<file path="config.mk">
export PLATFORM = sky130hd
export DESIGN_NAME = mdu_seq
export DESIGN_NICKNAME = d
export VERILOG_FILES = /design/src/rtl/mdu_seq_pkg.sv /design/src/rtl/mdu_seq.sv
export SDC_FILE = /design/constraint.sdc
export NUM_CORES = 1
export LEC_CHECK = 0
export BUFFER_PORTS_ARGS = -buffer_cell sky130_fd_sc_hd__buf_2
export CAP_MARGIN = 20
export CORE_AREA = 2 2 189 145
export DETAILED_ROUTE_END_ITERATION = 16
export DIE_AREA = 0 0 191 147
export GPL_ROUTABILITY_DRIVEN = 1
export PLACE_DENSITY = 0.82
export SLEW_MARGIN = 30
export SYNTH_ARGS = -nofsm -noshare
export SYNTH_HDL_FRONTEND = slang
export SYNTH_SLANG_ARGS = --single-unit
</file>
<file path="constraint.sdc">
create_clock -name clk -period 8.7 [get_ports clk]
set_clock_uncertainty 0.05 [all_clocks]
set_input_delay 0.87 -clock clk [delete_from_list [all_inputs] [get_ports clk]]
set_output_delay 0.87 -clock clk [all_outputs]
set_load 0.01 [all_outputs]
</file>
<file path="src/rtl/mdu_seq_pkg.sv">
// rtl/mdu_seq_pkg.sv - shared op codes, state codes and decode helpers for the MDU sequencer

package mdu_seq_pkg;

    typedef enum logic [2:0] {
        MDU_NONE  = 3'd0,
        MDU_DIV   = 3'd1,
        MDU_DIVU  = 3'd2,
        MDU_MADD  = 3'd3,
        MDU_MADDU = 3'd4,
        MDU_MSUB  = 3'd5,
        MDU_MSUBU = 3'd6
    } mdu_op_e;

    typedef enum logic [1:0] {
        MDU_IDLE     = 2'd0,
        MDU_DIV_WAIT = 2'd1,
        MDU_ACC      = 2'd2,
        MDU_DONE     = 2'd3
    } mdu_state_e;

    localparam logic STOP    = 1'b1;
    localparam logic NO_STOP = 1'b0;

    function automatic logic is_div(input logic [2:0] op);
        return (op == MDU_DIV) || (op == MDU_DIVU);
    endfunction

    function automatic logic is_acc(input logic [2:0] op);
        return (op == MDU_MADD) || (op == MDU_MADDU) || (op == MDU_MSUB) || (op == MDU_MSUBU);
    endfunction

    function automatic logic is_sub(input logic [2:0] op);
        return (op == MDU_MSUB) || (op == MDU_MSUBU);
    endfunction

endpackage

</file>
<file path="src/rtl/mdu_seq.sv">
// rtl/mdu_seq.sv - sequencer for divide and HI/LO multiply-accumulate ops in the execute stage

module mdu_seq
    import mdu_seq_pkg::*;
#(
    parameter int WIDTH       = 32,
    parameter int DIV_TIMEOUT = 40
) (
    input  logic                 clk,
    input  logic                 rst,
    input  logic                 op_valid_i,
    input  logic [2:0]           op_i,
    input  logic [WIDTH-1:0]     opa_i,
    input  logic [WIDTH-1:0]     opb_i,
    input  logic [2*WIDTH-1:0]   prod_i,
    input  logic [2*WIDTH-1:0]   hilo_i,
    input  logic                 advance_i,
    input  logic                 annul_i,
    output logic                 div_start_o,
    output logic                 div_signed_o,
    output logic [WIDTH-1:0]     div_opdata1_o,
    output logic [WIDTH-1:0]     div_opdata2_o,
    output logic                 div_annul_o,
    input  logic                 div_ready_i,
    input  logic [2*WIDTH-1:0]   div_result_i,
    output logic                 stallreq_o,
    output logic                 res_valid_o,
    output logic [WIDTH-1:0]     hi_o,
    output logic [WIDTH-1:0]     lo_o,
    output logic                 timeout_o
);

    localparam int CW = $clog2(DIV_TIMEOUT + 1);

    mdu_state_e           state;
    logic [CW-1:0]        cnt;
    logic [WIDTH-1:0]     opa_r;
    logic [WIDTH-1:0]     opb_r;
    logic                 signed_r;
    logic [2*WIDTH-1:0]   acc_tmp;
    logic [2*WIDTH-1:0]   result;

    logic abort;
    logic accept_div;
    logic accept_acc;
    logic tmo_hit;

    // Losing op_valid while stalled means the instruction left the stage: same as a flush.
    assign abort      = annul_i || (((state == MDU_DIV_WAIT) || (state == MDU_ACC)) && !op_valid_i);
    assign accept_div = (state == MDU_IDLE) && op_valid_i && !annul_i && is_div(op_i);
    assign accept_acc = (state == MDU_IDLE) && op_valid_i && !annul_i && is_acc(op_i);
    assign tmo_hit    = (state == MDU_DIV_WAIT) && !abort && !div_ready_i
                        && (cnt == CW'(DIV_TIMEOUT - 1));

    always_comb begin
        stallreq_o    = NO_STOP;
        div_start_o   = 1'b0;
        div_signed_o  = 1'b0;
        div_opdata1_o = '0;
        div_opdata2_o = '0;
        div_annul_o   = 1'b0;
        res_valid_o   = 1'b0;
        hi_o          = '0;
        lo_o          = '0;
        case (state)
            MDU_IDLE: begin
                stallreq_o = (accept_div || accept_acc) ? STOP : NO_STOP;
            end
            MDU_DIV_WAIT: begin
                stallreq_o    = abort ? NO_STOP : STOP;
                div_start_o   = 1'b1;
                div_signed_o  = signed_r;
                div_opdata1_o = opa_r;
                div_opdata2_o = opb_r;
                div_annul_o   = abort || tmo_hit;
            end
            MDU_ACC: begin
                stallreq_o = abort ? NO_STOP : STOP;
            end
            MDU_DONE: begin
                res_valid_o = !annul_i;
                if (!annul_i) begin
                    hi_o = result[2*WIDTH-1:WIDTH];
                    lo_o = result[WIDTH-1:0];
                end
            end
            default: ;
        endcase
    end

    always_ff @(posedge clk or posedge rst) begin
        if (rst) begin
            state     <= MDU_IDLE;
            cnt       <= '0;
            opa_r     <= '0;
            opb_r     <= '0;
            signed_r  <= 1'b0;
            acc_tmp   <= '0;
            result    <= '0;
            timeout_o <= 1'b0;
        end else begin
            timeout_o <= 1'b0;
            case (state)
                MDU_IDLE: begin
                    if (accept_div) begin
                        opa_r    <= opa_i;
                        opb_r    <= opb_i;
                        signed_r <= (op_i == MDU_DIV);
                        cnt      <= '0;
                        state    <= MDU_DIV_WAIT;
                    end else if (accept_acc) begin
                        acc_tmp <= is_sub(op_i) ? -prod_i : prod_i;
                        state   <= MDU_ACC;
                    end
                end
                MDU_DIV_WAIT: begin
                    if (abort) begin
                        state <= MDU_IDLE;
                    end else if (div_ready_i) begin
                        result <= div_result_i;
                        state  <= MDU_DONE;
                    end else if (tmo_hit) begin
                        result    <= '0;
                        timeout_o <= 1'b1;
                        state     <= MDU_DONE;
                    end else begin
                        cnt <= cnt + CW'(1);
                    end
                end
                MDU_ACC: begin
                    // hilo_i is taken here rather than at issue so forwarding has settled.
                    if (abort) begin
                        state <= MDU_IDLE;
                    end else begin
                        result <= acc_tmp + hilo_i;
                        state  <= MDU_DONE;
                    end
                end
                MDU_DONE: begin
                    if (annul_i || advance_i) state <= MDU_IDLE;
                end
                default: state <= MDU_IDLE;
            endcase
        end
    end

endmodule
</file>
# Word level (Yosys, flattened, before mapping)
# Index checks and enable logic that the tools add are counted.
[totals]
reg_bits = 202
input_bits = 265
out_inout_bits = 134
word_cells = 98
[op_classes]
add_sub_neg = 3
eq_ne = 19
muxes = 36
n_bitwise = 1
reduce_logical = 31
[op_table]
columns = ["operator", "count"]
rows = [
  ["$mux 64", 5],
  ["$mux 32", 6],
  ["$pmux 64 s2", 1],
  ["$add 64x64->64", 1],
  ["$neg 64->64", 1],
  ["$mux 6", 4],
  ["$mux 2", 7],
  ["$ne 2x2->1 const B", 6],
  ["$pmux 6 s2", 1],
  ["$logic_or 1x1->1", 10],
  ["$mux 1", 10],
  ["$eq 3x3->1 const B", 3],
  ["$logic_and 1x1->1", 8],
  ["$pmux 2 s4", 1],
  ["$add 6x1->6 const B", 1],
  ["$eq 3x2->1 const B", 2],
  ["$eq 6x6->1 const B", 1],
  ["$ne 3x3->1 const B", 2],
  ["$reduce_and 3->1", 2],
  ["$reduce_and 5->1", 1],
  ["$eq 2x2->1 const B", 2],
  ["$logic_not 1->1", 4],
  ["$ne 4x4->1 const B", 1],
  ["$reduce_and 4->1", 1],
  ["8 further kinds", 9],
]

# Depth between registers and ports, before layout
[logic_depth]
ltp_word = 12
depth_mapped = 12
ltp_nobuf = 12

# Worst setup path before layout
# Ideal clock, no wire load.
[synth_timing]
path_type = "input to register"
start = "in hilo_i[13]"
end = "reg result[39]"
setup_ns = 0.126
t_arrival_ns = 3.464
required_time_ns = 8.524
slack_ns = 5.060
cell_stages = 11
path_buffers = 1
path_cell_list = "ha_1 clkbuf_1 nand4_1 or4_1 o221ai_1 a41oi_1 o31a_1 o211a_1 xnor2_1 a221oi_1 nor2_1"
[synth_via]
elab_chain_cells = 3
[synth_lines]
columns = ["item", "line_no", "text"]
rows = [
  ["start, declared", "mdu_seq.sv:16", "input logic [2*WIDTH-1:0] hilo_i,"],
  ["$add 64x64->64", "mdu_seq.sv:135", "result <= acc_tmp + hilo_i;"],
  ["$mux 64", "mdu_seq.sv:132", "if (abort) begin"],
  ["$pmux 64 s2", "mdu_seq.sv:103", "case (state)"],
  ["end signal, assigned", "mdu_seq.sv:120", "result <= div_result_i;"],
  ["end signal, assigned", "mdu_seq.sv:135", ""],
  ["end, declared", "mdu_seq.sv:41", "logic [2*WIDTH-1:0] result;"],
]
# No other way between the ends. The select of a mux whose other input is x is not followed.
# A chain may end at the register's enable or synchronous reset.

# Worst setup path after layout
[layout_timing]
start = "reg acc_tmp[4]"
end = "reg result[51]"
[layout_via]
elab_chain_cells = 3
[layout_lines]
columns = ["item", "line_no", "text"]
rows = [
  ["start, declared", "mdu_seq.sv:40", "logic [2*WIDTH-1:0] acc_tmp;"],
  ["start signal, assigned", "mdu_seq.sv:112", "acc_tmp <= is_sub(op_i) ? -prod_i : prod_i;"],
  ["$add 64x64->64", "mdu_seq.sv:135", ""],
  ["$mux 64", "mdu_seq.sv:132", ""],
  ["$pmux 64 s2", "mdu_seq.sv:103", ""],
]
# No other way between the ends. The select of a mux whose other input is x is not followed.

==> impl_results.md <==
* Gate power share at 51.2%
* Remaining Overflow, GRT at 0
* Post-CTS Setup Inserts at 0
* Switching part of the total at between 40% and 50%
* Final Hold Vio Count at 0
* Cells after DPL at ~2300
* CP startpoint: acc_tmp[4]
* Io pins at 399
* Synth Area in Simple Gates at a little over a fifth
* Post-DR wirelength/cell at just under 20 µm
* Post-layout min period at between 3000 and 4000 ps
* Clock power share at between 10% and 20%
* CP required at between 9000 and 10000 ps
* Ys async rst share at between 90% and 100%
* Core Footprint at between 20000 and 30000 µm²
* Hpwl dp at about 36000 µm
* Mux cell area share after synthesis at roughly 5.2%
* Cells after Synth at roughly 1600
* Synth Area in XOR/XNOR at under 10%
* Seq cells post-synth at approximately 200
* Worst-Margin Slew at approximately 910 ps
* Post-synth top area cell: dfrtp_1
* Final Instance Count excl. Fillers at between 2000 and 2500
* Critical-path top delay cell: o21ai_1
* CP dominant cell by count: a31oi_1
* Hold buffer count at CTS at 0
* Detailed Route Iter0 Violations at about 1200
* Crit-path cells: ha_1, nand3_1, o211ai_1, a22oi_1, a21oi_1, a31oi_1, o21ai_1, a31oi_1, o21ai_0, xnor2_1, a221oi_1
* Number of flops mapped to enable cells by yosys at 0
* Detailed Routing Iterations Pass 1 at 5
* Die width at ~190 µm
* Final Setup Violations at 0
* Total global-route track usage at approximately a third
* Synth top area cells: dfrtp_1, and2_1, ha_1
* Slowest stage delay, CP at around 550 ps
* ANT nets after route at 0
* Pin count of the biggest net entering global routing at 140
* Synth Area in Compound Gates at 19.5%
* Setup_tns at 0 ps
* Period utilization at 42.4%
* Largest family of logic cells by synthesized area: simple AND/OR/NAND/NOR gates
* RSZ-0062 raised after global routing: no
* Area grow syn2layout at 21.8%
* Vias at 13600
* Synth warn at 0
* CTS HTree Levels at 1
* First-pass GRT wire length at ~70000 µm
* Quantity of gates resized following cts at 0
* Pleak at around 0.0084 µW
* Commonest non-fill, non-tap cell in the layout: buf_2
* Status: finished clean
* # rows at 52
* Die area at between 20000 and 30000 µm²
* Die height at about 150 µm
* Flop pwr share at 30.0%
* IO Port Bufs at 398
* Cell Area, Synth at 14000 µm²
* Avg Inst Size Synth at 8.55 µm²
* Layout cells sized above 1 at 26.9%
* Primary FF master, synth: dfrtp_1
* Initial Utilization at 53.1%
* Drc violations at 0
* Crit start category: register
* Critical path endpoint category: register
* Layout Nets at ~2300
* Clk pin slew, worst setup/hold paths at about 70 ps
* Mapped Nets at 1972
* Sink Count at 202
* Initial antenna violation count at 9
* Via density per instance at 5.81
* Maximum operating frequency at 0.271 GHz
* Number of global-route vias before repair at approximately 13000
* Most frequent cells in the layout: buf_2, dfrtp_1, nor2_1
* Adder-cell share of the synthesized area at between 6 and 7%
* Switching power at ~2400 µW
* Root buf cell: clkbuf_16
* Worst-Skew Late Latency at between 500 and 600 ps
* Fillers at 2253
* Cts bufs inserted at 22
* Worst VDD drop at between 0.15 and 0.2 mV
* Max_cap viols at 0
* Max Buffers Root-to-Sink at 3
* Final slew viol count at 0
* CTS tree: done
* DRT Wirelength at 45400 µm
* Int Pwr at approximately 3200 µW
* Register area share after synthesis at 36.1%
* Slew HR at approximately 39%
* Pwr Density at approximately 330 nW/µm²
* CP arrival at 4040 ps
* Hold Path Class: in -> async
* Worst-path maximum fanout at 7
* CP Class: reg -> reg
* Yosys cell types at between 60 and 70
* Reg-to-reg startpoint: acc_tmp[4]
* Area share of the largest cell type after synthesis at about 36%
* Routability cong. at approximately 1
[through the flow]
step	utilization, %	hold WS, ps	area, µm²	total power, µW	setup slack [ps]
finish	64.7	384	17000	5610	5010
global placement	61.3	418	16200	4400	4800
global route	64.6	453	17000	6010	4870
floorplan	-	401	14000	3590	2270
CTS	64.5	441	17000	5560	5140
detailed placement	61.4	428	16200	4480	4670
[worst max-delay path: cells and delay by family (launching register included)]
| family | cells | cell delay [ps] |
|---|---|---|
| XOR/XNOR | 1 | 100 |
| AO/OA/AOI/OAI | 8 | 2470 |
| adder cells (fa/ha/maj) | 1 | 400 |
| flip-flops | 1 | 450 |
| AND/OR/NAND/NOR | 1 | 90 |
[kinds of logic after synthesis]
family | count (synthesis)
AND/OR/NAND/NOR | 606
adder cells (fa/ha/maj) | 70
buffers and inverters | 133
AO/OA/AOI/OAI | 436
XOR/XNOR | 125
flip-flops | 202
multiplexers | 65
[path summary, 6_finish.rpt]
path	end	slack, ps	cells past startpoint
min in group clk	acc_tmp[38]	440	2
setup / recovery	result[51]	5010	11
hold / removal	result[37]	380	2
setup reg to reg	result[51]	5010	11
hold reg to reg	acc_tmp[38]	440	2
max in group asynchronous	result[59]	6790	3
[power groups by stage]
stage                     logic, µW  clock network, µW  registers [µW]
after global placement         2750                  0            1650
final                          2870               1060            1680
after detailed placement       2800                  0            1690
after global routing           3170               1110            1720
after CTS                      2810               1070            1670
after floorplan                2030                  0            1560
[per-layer routing]
layer	wire, µm	vias to the layer above	global-route usage [%]
met5	16	-	0
met4	857	2	6.74
met3	3750	62	5.28
met2	19100	638	45.7
met1	21700	6430	49.7
li1	-	6468	-
[synth_stat cells (23+ instances only)]
| cell type | number |
|---|---|
| dfrtp_1 | 202 |
| nor2_1 | 167 |
| nand2_1 | 157 |
| and2_1 | 140 |
| o21ai_0 | 124 |
| a21oi_1 | 120 |
| clkbuf_1 | 92 |
| xnor2_1 | 81 |
| ha_1 | 69 |
| mux2_2 | 64 |
| a221oi_1 | 54 |
| xor2_1 | 44 |
| a21o_1 | 34 |
| inv_1 | 32 |
| nor3_1 | 27 |
| and3_1 | 23 |
[flip-flops by register name (all words and copies together), names as in the netlist]
signal     flops
acc_tmp       64
result        64
opa_r         32
opb_r         32
cnt            6
state          2
signed_r       1
timeout_o      1
[cell type report]
type / count / area (µm²) / area share, %
clock buffer: 26 / 617 / 3.62
inverter: 32 / 133 / 0.778
antenna: 8 / 20.0 / 0.118
timing repair buffer: 407 / 2080 / 12.2
multi-input combinational: 1302 / 8480 / 49.8
tap: 351 / 439 / 2.58
sequential: 202 / 5050 / 29.7
clock inverter: 14 / 206 / 1.21
Note: power is estimated with default switching activity, not from simulation.
